### config.mk
export PLATFORM = sky130hd
export DESIGN_NAME = p3_to_3_flat
export DESIGN_NICKNAME = d
export VERILOG_FILES = /design/src/rtl/p3_to_3_pkg.sv /design/src/rtl/p3_to_3_if.sv /design/src/rtl/p3_perm.sv /design/src/rtl/p3_to_3.sv /design/src/flat_wrapper.sv
export SDC_FILE = /design/constraint.sdc
export NUM_CORES = 1
export LEC_CHECK = 0
export ABC_AREA = 0
export CAP_MARGIN = 10
export CORE_MARGIN = 4
export CORE_UTILIZATION = 45
export DETAILED_ROUTE_END_ITERATION = 7
export PLACE_DENSITY = 0.82
export RECOVER_POWER = 100
export SYNTH_ARGS = -nofsm -noshare
export SYNTH_HDL_FRONTEND = slang
export SYNTH_SLANG_ARGS = --single-unit
### constraint.sdc
create_clock -name clk -period 2.55 [get_ports clk]
set_clock_uncertainty 0.05 [all_clocks]
set_input_delay 0.51 -clock clk [delete_from_list [all_inputs] [get_ports clk]]
set_output_delay 0.51 -clock clk [all_outputs]
set_load 0.005 [all_outputs]
### src/rtl/p3_to_3_pkg.sv
// ============================================================================
//  Module      : p3_to_3_pkg
//  Description : Shared types and route-select constants for the p3_to_3 block.
//  Revision    : 1.0  initial release
// ============================================================================
`default_nettype none

package p3_to_3_pkg;

    // Bit i of a vector carries position i (fin_i, fout_i, bin_i, bout_i).
    typedef logic [2:0] p3_vec_t;

    localparam logic PASS   = 1'b0;
    localparam logic ROTATE = 1'b1;

endpackage

`default_nettype wire

### src/rtl/p3_to_3_if.sv
// ============================================================================
//  Module      : p3_to_3_if
//  Description : Forward/backward strobe, data and result bundle for p3_to_3.
//  Revision    : 1.0  initial release
// ============================================================================
`default_nettype none

interface p3_to_3_if;

    logic fvalid;
    logic fcontrol;
    logic fin0;
    logic fin1;
    logic fin2;

    logic bvalid;
    logic bin0;
    logic bin1;
    logic bin2;

    logic fout0;
    logic fout1;
    logic fout2;
    logic fvalid_out;

    logic bout0;
    logic bout1;
    logic bout2;
    logic bcontrol;
    logic bvalid_out;

    modport master (
        output fvalid, fcontrol, fin0, fin1, fin2,
        output bvalid, bin0, bin1, bin2,
        input  fout0, fout1, fout2, fvalid_out,
        input  bout0, bout1, bout2, bcontrol, bvalid_out
    );

    modport slave (
        input  fvalid, fcontrol, fin0, fin1, fin2,
        input  bvalid, bin0, bin1, bin2,
        output fout0, fout1, fout2, fvalid_out,
        output bout0, bout1, bout2, bcontrol, bvalid_out
    );

endinterface

`default_nettype wire

### src/rtl/p3_perm.sv
// ============================================================================
//  Module      : p3_perm
//  Description : Combinational 3-position route: pass-through or rotate-left.
//  Revision    : 1.0  initial release
// ============================================================================
`default_nettype none

module p3_perm
    import p3_to_3_pkg::*;
(
    input  wire logic    control,
    input  wire p3_vec_t din,
    output p3_vec_t      dout
);

    // Rotate: out0 = in1, out1 = in2, out2 = in0.
    always_comb begin
        dout = din;
        if (control == ROTATE) begin
            dout = {din[0], din[2], din[1]};
        end
    end

endmodule

`default_nettype wire

### src/rtl/p3_to_3.sv
// ============================================================================
//  Module      : p3_to_3
//  Description : Registered 3-bit router with a backward path that inverts the
//                stored route and reports which route best explains the target.
//  Revision    : 1.0  initial release
// ============================================================================
`default_nettype none

module p3_to_3
    import p3_to_3_pkg::*;
#(
    parameter logic TIE_SWITCH = 1'b0
) (
    input  wire logic  clk,
    input  wire logic  rst_n,
    p3_to_3_if.slave   bus
);

    p3_vec_t w_fin;
    p3_vec_t w_bin;
    p3_vec_t w_fwd;
    p3_vec_t w_cur;
    p3_vec_t w_alt;
    p3_vec_t w_bout;
    logic    w_alt_c;
    logic [1:0] w_mc;
    logic [1:0] w_ma;
    logic    w_bcontrol;

    logic    r_ctx_c;
    p3_vec_t r_ctx_fin;
    p3_vec_t r_fout;
    logic    r_fvalid_out;
    p3_vec_t r_bout;
    logic    r_bcontrol;
    logic    r_bvalid_out;

    function automatic logic [1:0] match_count(input p3_vec_t a, input p3_vec_t b);
        p3_vec_t eq;
        eq = ~(a ^ b);
        return {1'b0, eq[0]} + {1'b0, eq[1]} + {1'b0, eq[2]};
    endfunction

    assign w_fin   = {bus.fin2, bus.fin1, bus.fin0};
    assign w_bin   = {bus.bin2, bus.bin1, bus.bin0};
    assign w_alt_c = (r_ctx_c == PASS) ? ROTATE : PASS;

    p3_perm u_perm_fwd (
        .control (bus.fcontrol),
        .din     (w_fin),
        .dout    (w_fwd)
    );

    p3_perm u_perm_cur (
        .control (r_ctx_c),
        .din     (r_ctx_fin),
        .dout    (w_cur)
    );

    p3_perm u_perm_alt (
        .control (w_alt_c),
        .din     (r_ctx_fin),
        .dout    (w_alt)
    );

    // Undo the rotate: bout0 = bin2, bout1 = bin0, bout2 = bin1.
    assign w_bout = (r_ctx_c == ROTATE) ? {w_bin[1], w_bin[0], w_bin[2]} : w_bin;

    assign w_mc = match_count(w_bin, w_cur);
    assign w_ma = match_count(w_bin, w_alt);

    assign w_bcontrol = (w_ma > w_mc) ? 1'b1 :
                        (w_ma < w_mc) ? 1'b0 : TIE_SWITCH;

    // Backward uses the context from before this edge, so a simultaneous
    // forward strobe only affects later backward strobes.
    always_ff @(posedge clk or negedge rst_n) begin
        if (!rst_n) begin
            r_ctx_c      <= PASS;
            r_ctx_fin    <= '0;
            r_fout       <= '0;
            r_fvalid_out <= 1'b0;
            r_bout       <= '0;
            r_bcontrol   <= 1'b0;
            r_bvalid_out <= 1'b0;
        end else begin
            r_fvalid_out <= bus.fvalid;
            r_bvalid_out <= bus.bvalid;
            if (bus.fvalid) begin
                r_fout    <= w_fwd;
                r_ctx_c   <= bus.fcontrol;
                r_ctx_fin <= w_fin;
            end
            if (bus.bvalid) begin
                r_bout     <= w_bout;
                r_bcontrol <= w_bcontrol;
            end
        end
    end

    assign bus.fout0      = r_fout[0];
    assign bus.fout1      = r_fout[1];
    assign bus.fout2      = r_fout[2];
    assign bus.fvalid_out = r_fvalid_out;
    assign bus.bout0      = r_bout[0];
    assign bus.bout1      = r_bout[1];
    assign bus.bout2      = r_bout[2];
    assign bus.bcontrol   = r_bcontrol;
    assign bus.bvalid_out = r_bvalid_out;

endmodule

`default_nettype wire

### src/flat_wrapper.sv
// flat-port wrapper written by rule: the top's interface ports become plain ports
module p3_to_3_flat import p3_to_3_pkg::*;
#(
    parameter logic TIE_SWITCH = 1'b0
)
  (clk, rst_n, bus_fvalid, bus_fcontrol, bus_fin0, bus_fin1, bus_fin2, bus_bvalid, bus_bin0, bus_bin1, bus_bin2, bus_fout0, bus_fout1, bus_fout2, bus_fvalid_out, bus_bout0, bus_bout1, bus_bout2, bus_bcontrol, bus_bvalid_out);
  p3_to_3_if bus_i ();
  input  wire logic clk;
  input  wire logic rst_n;
  input wire logic [$bits(bus_i.fvalid)-1:0] bus_fvalid;
  input wire logic [$bits(bus_i.fcontrol)-1:0] bus_fcontrol;
  input wire logic [$bits(bus_i.fin0)-1:0] bus_fin0;
  input wire logic [$bits(bus_i.fin1)-1:0] bus_fin1;
  input wire logic [$bits(bus_i.fin2)-1:0] bus_fin2;
  input wire logic [$bits(bus_i.bvalid)-1:0] bus_bvalid;
  input wire logic [$bits(bus_i.bin0)-1:0] bus_bin0;
  input wire logic [$bits(bus_i.bin1)-1:0] bus_bin1;
  input wire logic [$bits(bus_i.bin2)-1:0] bus_bin2;
  output wire logic [$bits(bus_i.fout0)-1:0] bus_fout0;
  output wire logic [$bits(bus_i.fout1)-1:0] bus_fout1;
  output wire logic [$bits(bus_i.fout2)-1:0] bus_fout2;
  output wire logic [$bits(bus_i.fvalid_out)-1:0] bus_fvalid_out;
  output wire logic [$bits(bus_i.bout0)-1:0] bus_bout0;
  output wire logic [$bits(bus_i.bout1)-1:0] bus_bout1;
  output wire logic [$bits(bus_i.bout2)-1:0] bus_bout2;
  output wire logic [$bits(bus_i.bcontrol)-1:0] bus_bcontrol;
  output wire logic [$bits(bus_i.bvalid_out)-1:0] bus_bvalid_out;
  assign bus_i.fvalid = bus_fvalid;
  assign bus_i.fcontrol = bus_fcontrol;
  assign bus_i.fin0 = bus_fin0;
  assign bus_i.fin1 = bus_fin1;
  assign bus_i.fin2 = bus_fin2;
  assign bus_i.bvalid = bus_bvalid;
  assign bus_i.bin0 = bus_bin0;
  assign bus_i.bin1 = bus_bin1;
  assign bus_i.bin2 = bus_bin2;
  assign bus_fout0 = bus_i.fout0;
  assign bus_fout1 = bus_i.fout1;
  assign bus_fout2 = bus_i.fout2;
  assign bus_fvalid_out = bus_i.fvalid_out;
  assign bus_bout0 = bus_i.bout0;
  assign bus_bout1 = bus_i.bout1;
  assign bus_bout2 = bus_i.bout2;
  assign bus_bcontrol = bus_i.bcontrol;
  assign bus_bvalid_out = bus_i.bvalid_out;
  p3_to_3 #(.TIE_SWITCH(TIE_SWITCH)) u_core (.clk(clk), .rst_n(rst_n), .bus(bus_i));
endmodule
==> results.sh, run 1 <==
export IMPL_status="finished clean"
export IMPL_rows=14
export IMPL_slew_violations=0
export IMPL_drive_gt1_share_pct=8.235
export IMPL_min_period_over_period_pct=86.77
export IMPL_crit_type="flip-flop to flip-flop"
export IMPL_synth_area_per_cell_um2=10.84
export IMPL_numPortBuffers=19
export IMPL_report_final_setup_viol=0
export IMPL_synthCells=65
export IMPL_netlist_area_um2=704.4
export IMPL_hold_viol=0
export IMPL_postRouteAntennaNets=0
export IMPL_synth_seq_area_share_pct=46.18
export IMPL_grt_max_degree=14
export IMPL_synth_cell_type_count=15
export IMPL_core_um2=1489
export IMPL_drtIter0Drc=2
export IMPL_numCtsBuffers=3
export IMPL_gp_congestion=0.8255
export IMPL_cp_data_required_time_ns=2.70
export IMPL_rsz0062_at_grt="no"
export IMPL_grt_overflow=0
export IMPL_crit_family="adder cells"
export IMPL_routed_wl_um=1268
export IMPL_die_x_um=47.57
export IMPL_use_met3_pct=4.135
export IMPL_hold_class="flip-flop to flip-flop"
export IMPL_top_usage_layer="met2"
export IMPL_path_clk_slew_ns=0.08
export IMPL_critPathLaunchType="flip-flop"
export IMPL_insertedDiodeCount=0
export IMPL_area_growth_pct=30.55
export IMPL_p_leak_uw=0.0003991
export IMPL_crit_chain="nor2b_1 -> a21oi_1 -> xnor2_1 -> fa_1 -> inv_1 -> ha_1 -> nand2_1 -> nand2_1 -> o22ai_1"
export IMPL_ctsResizeCount=0
export IMPL_max_slew_worst_pin_slew_ns=0.5632
export IMPL_grtUsageMet1_pct=18.91
export IMPL_num_vias=493
export IMPL_grt_pass1_vias=504
export IMPL_drc=0
export IMPL_htreeDepth=1
export IMPL_postLayoutCoreUtil_pct=61.76
export IMPL_cap_violations=0
export IMPL_ys_ff_latch=13
export IMPL_ir_drop_v=0.0003287
export IMPL_slowest_stage="dfrtp_1"
export IMPL_die_h_um=47.57
export IMPL_met2_usage_pct=20.32
export IMPL_grtUsageTotal_pct=13.81
export IMPL_timing_slew_headroom_pct=62.33
export IMPL_post_route_min_period_ns=2.213
export IMPL_drt_wirelength_per_cell_um=12.55
export IMPL_max_stage_delay_ns=0.60
export IMPL_critPathBufInv=1
export IMPL_cts_root_buf="clkbuf_4"
export IMPL_dr_pass1_iters=4
export IMPL_start_util_pct=47.31
export IMPL_final_nets=101
export IMPL_cts_buffer_depth=2
export IMPL_max_freq_mhz=451.9
export IMPL_power_density_nw_per_um2=629.9
export IMPL_clock_latency_ns=0.27
export IMPL_reg2reg_slack_ns=0.34
export IMPL_clkSinkCount=13
export IMPL_crit_top_cell="nand2_1"
export IMPL_cts_setup_buffers=0
export IMPL_synth_nets=80
export IMPL_endpoint_kind="flip-flop"
export IMPL_num_fill_cells=124
export IMPL_ios=20
export IMPL_grt_first_pass_wirelength_um=2173
export IMPL_crit_fanout=13
export IMPL_cts_tree="yes"
export IMPL_cts_hold_buf=0
export IMPL_arrival_ns=2.36
export IMPL_die_area_um2=2262
export IMPL_antenna_found_initial=0
export IMPL_ys_warn_count=0
export IMPL_setup_tns_ns=0
export IMPL_via_per_inst=4.881
export IMPL_hpwl_um=1020
final cells by class:
cell class / instances / area, um^2 / share of cell area [%]
inverter: 4 / 15.01 / 1.633
timing repair buffer: 19 / 190.2 / 20.68
multi-input combinational: 45 / 342.8 / 37.28
sequential: 13 / 325.3 / 35.37
tap: 16 / 20.02 / 2.177
clock buffer: 4 / 26.28 / 2.857
synth_stat cells (all sizes together):
cell type / instances / area [um^2]
fa: 2 / 40.04
o22ai: 1 / 6.260
nor2b: 3 / 18.77
dfrtp: 13 / 325.3
buf: 3 / 21.27
nand2: 2 / 7.510
ha: 2 / 25.02
nor2: 6 / 22.52
xnor2: 3 / 26.28
xor2: 3 / 26.28
a21oi: 13 / 65.06
mux2i: 6 / 60.06
inv: 4 / 15.01
mux2: 4 / 45.04
worst reg2reg max path, cell delays in order (launching register included):
cell and delay [ns]:
dfrtp_1 0.60, nor2b_1 0.12, a21oi_1 0.17, xnor2_1 0.12, fa_1 0.56, inv_1 0.04, ha_1 0.26, nand2_1 0.06
nand2_1 0.05, o22ai_1 0.12
cell families after synthesis:
family                     after synthesis  share of synthesized area [%]
DFF                                     13                          46.18
muxes                                   10                          14.92
and+or+nand+nor                         11                          6.928
xor gates and xnor gates                 6                          7.461
adders and majority gates                4                          9.236
AOI/OAI and AO/OA                       14                          10.12
buffers and inverters                    7                          5.150
flip-flops by register name (all words and copies together), names as in the netlist:
signal,flops
u_core.r_ctx_c,1
u_core.r_fout,3
u_core.r_bout,3
u_core.bus.fvalid_out,1
u_core.r_ctx_fin,3
u_core.bus.bcontrol,1
u_core.bus.bvalid_out,1
where the power goes:
| group | total [uW] | switching (uW) | internal (uW) |
|---|---|---|---|
| Clock | 126 | 65.1 | 60.7 |
| Combinational | 202 | 94.0 | 108 |
| Sequential | 251 | 19.3 | 232 |
placed cells by master (no fill, tap or decap), types with 3 or more instances in the layout:
cell,n
inv_1,4
a21oi_1,13
dfrtp_1,13
mux2_2,4
nor2_1,6
clkdlybuf4s50_1,7
xor2_1,3
dlygate4sd3_1,12
nor2b_1,3
xnor2_1,3
clkbuf_4,3
mux2i_1,6
layer usage:
metal / share of wire (%) / vias up
li1: - / 259
met1: 47 / 218
met2: 46 / 13
met3: 5.4 / 3
met4: 1.7 / 0
met5: 0 / -
metrics by stage:
step           power (uW)  std cells  hold slack, ns  cell area (um^2)  worst slack (ns)
2_1_floorplan       384.0         65          0.1644             704.4            0.6193
3_3_place_gp        462.2         97          0.4646             893.4            0.1683
3_5_place_dp        472.1         97          0.4658             893.4            0.1070
4_1_cts             600.4        101          0.5010             919.6            0.3184
5_1_grt             624.5        101          0.5166             919.6            0.1541
6_report            579.3        101          0.4852             919.6            0.3372
path summary, 6_finish.rpt:
path / startpoint / depth (start not counted) / end
max: u_core.r_ctx_c$_DFFE_PN0P_ / 9 / u_core.bus.bcontrol$_DFFE_PN0P_
min: u_core.r_bout[1]$_DFFE_PN0P_ / 2 / u_core.r_bout[1]$_DFFE_PN0P_
max reg2reg: u_core.r_ctx_c$_DFFE_PN0P_ / 9 / u_core.bus.bcontrol$_DFFE_PN0P_
min reg2reg: u_core.r_bout[1]$_DFFE_PN0P_ / 2 / u_core.r_bout[1]$_DFFE_PN0P_
max in group asynchronous: rst_n / 1 / u_core.r_ctx_fin[2]$_DFFE_PN0P_
min in group asynchronous: rst_n / 1 / u_core.bus.bvalid_out$_DFF_PN0_
Note: power is estimated with default switching activity, not from simulation.
==> inputs of run 2 (changes only) <==
Settings changed: CORE_MARGIN 4 to unset, PLACE_DENSITY 0.82 to 0.76, REMOVE_ABC_BUFFERS set to 1.
==> run 2 against run 1 <==
Non-clock buffer count stayed put. Total power is 0.52% higher. Global-route usage rose by 4.3 points. First-iteration DRC count rose to 4.0 times the previous value. Sequential share of layout area stayed put. Worst hold slack worse by 0.0082 ns.
==> results.sh, run 2 (same netlist as run 1, synthesis figures left out) <==
export IMPL_max_freq_mhz=450.3
export IMPL_power_density_nw_per_um2=633.2
export IMPL_insertedDiodeCount=0
export IMPL_rows=13
export IMPL_ctsResizeCount=0
export IMPL_setup_tns_ns=0
export IMPL_area_growth_pct=30.55
export IMPL_htreeDepth=1
export IMPL_hpwl_um=1030
export IMPL_report_final_setup_viol=0
export IMPL_die_h_um=41.57
export IMPL_start_util_pct=50.95
export IMPL_hold_class="flip-flop to flip-flop"
export IMPL_dpl_instance_area_um2=892.1
export IMPL_min_from="u_core.r_fout[0]$_DFFE_PN0P_"
export IMPL_via_per_inst=5.200
export IMPL_final_nets=101
export IMPL_max_slew_worst_pin_slew_ns=0.5879
export IMPL_postRouteAntennaNets=0
export IMPL_drc=0
export IMPL_rsz0062_at_grt="no"
export IMPL_holdPathStages=2
export IMPL_grtUsageTotal_pct=18.16
export IMPL_ios=20
export IMPL_cts_root_buf="clkbuf_4"
export IMPL_cts_hold_buf=0
export IMPL_drtIter0Drc=8
export IMPL_final_cell_mix="dlygate4sd3_1 (14), a21oi_1 (13), dfrtp_1 (13)"
export IMPL_min_period_over_period_pct=87.09
export IMPL_antenna_found_initial=0
export IMPL_timing_rr_end="u_core.bus.bcontrol$_DFFE_PN0P_"
export IMPL_reg2reg_slack_ns=0.33
export IMPL_cts_tree="yes"
export IMPL_crit_type="input port to flip-flop"
export IMPL_timing_slew_headroom_pct=60.68
export IMPL_endpoint_kind="flip-flop"
export IMPL_stdcell_area_um2=919.6
export IMPL_cp_data_required_time_ns=2.71
export IMPL_arrival_ns=2.38
export IMPL_critPathLaunchType="input port"
export IMPL_grt_max_degree=14
export IMPL_grt_pass1_vias=506
export IMPL_r2r_start="u_core.r_ctx_c$_DFFE_PN0P_"
export IMPL_die_area_um2=1728
export IMPL_hold_viol=0
export IMPL_worst_r2r_cell_count=9
export IMPL_clkSinkCount=13
export IMPL_grt_overflow=0
export IMPL_slew_violations=0
export IMPL_drt_wirelength_per_cell_um=13.36
export IMPL_path_clk_slew_ns=0.09
export IMPL_ir_drop_v=0.0006077
export IMPL_cts_setup_buffers=0
export IMPL_dr_pass1_iters=2
export IMPL_gp_congestion=0.8296
export IMPL_cts_buffer_depth=2
export IMPL_status="finished clean"
export IMPL_clock_latency_ns=0.28
export IMPL_numPortBuffers=19
export IMPL_min_delay_worst_endpoint="u_core.r_fout[0]$_DFFE_PN0P_"
export IMPL_grt_first_pass_wirelength_um=2297
export IMPL_crit_fanout=4
export IMPL_numCtsBuffers=3
export IMPL_post_route_min_period_ns=2.221
export IMPL_routed_wl_um=1336
export IMPL_die_x_um=41.57
export IMPL_drive_gt1_share_pct=9.412
export IMPL_num_vias=520
export IMPL_final_common_cell="dlygate4sd3_1"
export IMPL_core_um2=1383
export IMPL_p_leak_uw=0.0004024
export IMPL_cap_violations=0
export IMPL_reg_top3="u_core.r_bout: 3 flops, u_core.r_ctx_fin: 3 flops, u_core.r_fout: 3 flops"
-- run 2: changes by cell type in the layout (fill, tap and decap cells not counted), sizes merged --
cell           delta
dlygate4sd3       +2
clkdlybuf4s50     -2
clkinv            +1
clkbuf            -1
-- run 2: through the flow --
step | worst slack (ns) | hold WS [ns] | total power [uW] | std cells | utilization [%]
2_1_floorplan | 0.5085 | 0.1644 | 376.4 | 62 | -
3_3_place_gp | 0.1720 | 0.4668 | 462.8 | 96 | 64.52
3_5_place_dp | 0.1211 | 0.4709 | 472.1 | 96 | 64.52
4_1_cts | 0.3192 | 0.4839 | 601.5 | 100 | 66.52
5_1_grt | 0.1806 | 0.5167 | 628.5 | 100 | 66.52
6_report | 0.3292 | 0.4770 | 582.3 | 100 | 66.52
-- run 2: cell type report --
type | instances | area [um^2]
clock buffers | 3 | 22.52
flip-flops and latches | 13 | 325.3
well taps | 15 | 18.77
inverters | 4 | 15.01
fillers | 116 | 462.9
clock inverters | 1 | 5.005
multi-input cells | 45 | 342.8
repair buffers | 19 | 190.2
-- run 2: metal layers --
| metal | part of all wire, % | track usage [%] |
|---|---|---|
| met1 | 48 | 23.43 |
| met2 | 47 | 27.50 |
| met3 | 4.0 | 7.826 |
| met4 | 0.90 | 5.806 |
| met5 | 0 | 0 |
-- run 2: report_power, final --
| part | switching, uW | total, uW | internal [uW] | leakage [uW] |
|---|---|---|---|---|
| Clock | 68.5 | 127 | 58.1 | 0.0000177 |
| Sequential | 19.5 | 252 | 232 | 0.000149 |
| Combinational | 95.7 | 204 | 108 | 0.000235 |
| Total | 184 | 582 | 399 | 0.000402 |
-- run 2: critical path: stages --
cell and delay, ns:
dlygate4sd3_1 0.62, xor2_1 0.21, fa_1 0.51, inv_1 0.04, ha_1 0.28, nand2_1 0.06, nand2_1 0.05, o22ai_1 0.11
-- run 2: how the worst max path moves through the flow --
stage | from | to | depth (start not counted)
floorplan | u_core.r_ctx_c$_DFFE_PN0P_ | u_core.bus.bcontrol$_DFFE_PN0P_ | 9
global placement | bus_bin0 | u_core.bus.bcontrol$_DFFE_PN0P_ | 8
detailed placement | bus_bin0 | u_core.bus.bcontrol$_DFFE_PN0P_ | 8
CTS | u_core.r_ctx_c$_DFFE_PN0P_ | u_core.bus.bcontrol$_DFFE_PN0P_ | 9
global route | u_core.r_ctx_c$_DFFE_PN0P_ | u_core.bus.bcontrol$_DFFE_PN0P_ | 9
finish | bus_bin2 | u_core.bus.bcontrol$_DFFE_PN0P_ | 8
==> inputs of run 3 (changes only) <==
Settings changed: REMOVE_ABC_BUFFERS 1 to unset.
==> run 3 against run 2 <==
Critical path depth rose by 1. Core utilization fell by 0.091 points. Cell area fell by 0.14%. Combinational power barely moved. Die area did not move. Total power rose by 0.53%. First-iteration DRC count fell by 75%. Critical path type is now flip-flop to flip-flop. Highest routed layer unchanged.
==> results.sh, run 3 (same netlist as run 1, synthesis figures left out) <==
export IMPL_post_route_min_period_ns=2.270
export IMPL_cts_setup_buffers=0
export IMPL_p_int_uw=400.7
export IMPL_r2r_start="u_core.r_ctx_c$_DFFE_PN0P_"
export IMPL_comb_power_share_pct=35.2
export IMPL_cts_hold_buf=0
export IMPL_whs_ns=0.4791
export IMPL_ctsResizeCount=0
export IMPL_drc=0
export IMPL_crit_type="flip-flop to flip-flop"
export IMPL_max_freq_mhz=440.6
export IMPL_cap_violations=0
export IMPL_drt_wirelength_per_cell_um=14.10
export IMPL_min_from="u_core.r_bout[1]$_DFFE_PN0P_"
export IMPL_final_nets=101
export IMPL_setup_tns_ns=0
export IMPL_drive_gt1_share_pct=8.235
export IMPL_htreeDepth=1
export IMPL_endpoint_kind="flip-flop"
export IMPL_report_final_setup_viol=0
export IMPL_postRouteAntennaNets=0
export IMPL_cts_buffer_depth=2
export IMPL_gp_congestion=0.8533
export IMPL_die_x_um=41.57
export IMPL_p_leak_uw=0.0003991
export IMPL_core_um2=1383
export IMPL_path_clk_slew_ns=0.08
export IMPL_clock_latency_ns=0.27
export IMPL_worst_r2r_cell_count=9
export IMPL_p_total_uw=585.4
export IMPL_slowest_stage="dfrtp_1"
export IMPL_crit_fanout=13
export IMPL_start_util_pct=50.95
export IMPL_p_seq_share_pct=43.4
export IMPL_reg2reg_slack_ns=0.28
export IMPL_die_area_um2=1728
export IMPL_num_vias=526
export IMPL_min_period_over_period_pct=89.00
export IMPL_reg_top3="u_core.r_bout: 3 flops, u_core.r_ctx_fin: 3 flops, u_core.r_fout: 3 flops"
export IMPL_status="finished clean"
export IMPL_numPortBuffers=19
export IMPL_routed_wl_um=1410
export IMPL_numCtsBuffers=3
export IMPL_hold_class="flip-flop to flip-flop"
export IMPL_grt_pass1_vias=520
export IMPL_hold_viol=0
export IMPL_slew_violations=0
export IMPL_cts_tree="yes"
export IMPL_crit_top_cell="nand2_1"
export IMPL_grt_first_pass_wirelength_um=2421
export IMPL_insertedDiodeCount=0
export IMPL_timing_slew_headroom_pct=61.96
export IMPL_timing_rr_end="u_core.bus.bcontrol$_DFFE_PN0P_"
export IMPL_critPathLaunchType="flip-flop"
export IMPL_min_delay_worst_endpoint="u_core.r_bout[1]$_DFFE_PN0P_"
export IMPL_drtIter0Drc=2
export IMPL_grt_max_degree=14
export IMPL_ir_drop_v=0.0005246
export IMPL_dr_pass1_iters=2
export IMPL_switching_share_pct=31.56
export IMPL_rows=13
export IMPL_clkSinkCount=13
export IMPL_die_h_um=41.57
export IMPL_rsz0062_at_grt="no"
export IMPL_final_cell_mix="a21oi_1 (13), dfrtp_1 (13), dlygate4sd3_1 (12)"
export IMPL_ios=20
export IMPL_cts_root_buf="clkbuf_4"
export IMPL_p_clk_share_pct=21.5
export IMPL_power_density_nw_per_um2=637.5
export IMPL_via_per_inst=5.260
export IMPL_power_net_switching_uw=184.8
export IMPL_grtUsageTotal_pct=18.75
export IMPL_grt_overflow=0
export IMPL_area_growth_pct=30.37
export IMPL_max_stage_delay_ns=0.54
export IMPL_cp_data_required_time_ns=2.68
export IMPL_hpwl_um=1083
export IMPL_holdPathStages=2
export IMPL_max_slew_worst_pin_slew_ns=0.5687
export IMPL_antenna_found_initial=0
export IMPL_crit_chain="nor2b_1 -> a21oi_1 -> xor2_1 -> fa_1 -> inv_1 -> ha_1 -> nand2_1 -> nand2_1 -> o22ai_1"
export IMPL_arrival_ns=2.40
-- run 3: changes by cell type in the layout (fill, tap and decap cells not counted) --
cell,change
clkbuf_1,+1
clkdlybuf4s50_1,+2
clkinv_2,-1
dlygate4sd3_1,-2
-- run 3: worst max path at each step --
stage / slack [ns] / end / startpoint
2_1_floorplan: 0.62 / u_core.bus.bcontrol$_DFFE_PN0P_ / u_core.r_ctx_c$_DFFE_PN0P_
3_5_place_dp: 0.08 / u_core.bus.bcontrol$_DFFE_PN0P_ / bus_bin2
4_1_cts: 0.28 / u_core.bus.bcontrol$_DFFE_PN0P_ / u_core.r_ctx_c$_DFFE_PN0P_
5_1_grt: 0.06 / u_core.bus.bcontrol$_DFFE_PN0P_ / u_core.r_ctx_c$_DFFE_PN0P_
6_report: 0.28 / u_core.bus.bcontrol$_DFFE_PN0P_ / u_core.r_ctx_c$_DFFE_PN0P_
3_3_place_gp: 0.17 / u_core.bus.bcontrol$_DFFE_PN0P_ / bus_bin2
-- run 3: area by class of cell --
| cell class | instances | area [um^2] |
|---|---|---|
| flip-flops and latches | 13 | 325.3 |
| multi-input cells | 45 | 342.8 |
| fillers | 114 | 464.2 |
| inverters | 4 | 15.01 |
| repair buffers | 19 | 190.2 |
| clock buffers | 4 | 26.28 |
| well taps | 15 | 18.77 |
-- run 3: power groups by stage --
| stage | clock network [uW] | logic, uW | registers (uW) |
|---|---|---|---|
| global route | 140 | 239 | 258 |
| CTS | 129 | 217 | 255 |
| floorplan | 0 | 131 | 253 |
| finish | 126 | 206 | 254 |
| detailed placement | 0 | 216 | 259 |
| global placement | 0 | 206 | 256 |
-- run 3: worst max-delay path, delay by kind of cell, from the launching register on --
kind | cells | cell delay, ns
flops | 1 | 0.54
compound gates | 2 | 0.24
buf+inv | 1 | 0.04
simple gates | 3 | 0.33
xor+xnor | 1 | 0.18
fa+ha+maj | 2 | 0.81
-- run 3: per-layer routing --
layer  up-vias  track usage [%]  routed length (um)  part of all wire, %
met2        14            27.50                 670                   48
met3         4            6.522                  89                  6.3
met4         0            8.387                  22                  1.6
met1       247            24.93                 628                   45
li1        261                -                   -                    -
met5         -                0                   0                    0
-- run 3: per-stage QoR --
stage	worst slack (ns)	instance area, um^2	cells	util [%]
final	0.2805	918.4	100	66.43
after global placement	0.1666	892.1	96	64.52
after CTS	0.2785	918.4	100	66.43
after detailed placement	0.08299	892.1	96	64.52
after floorplan	0.6193	704.4	65	-
after global routing	0.05991	918.4	100	66.43
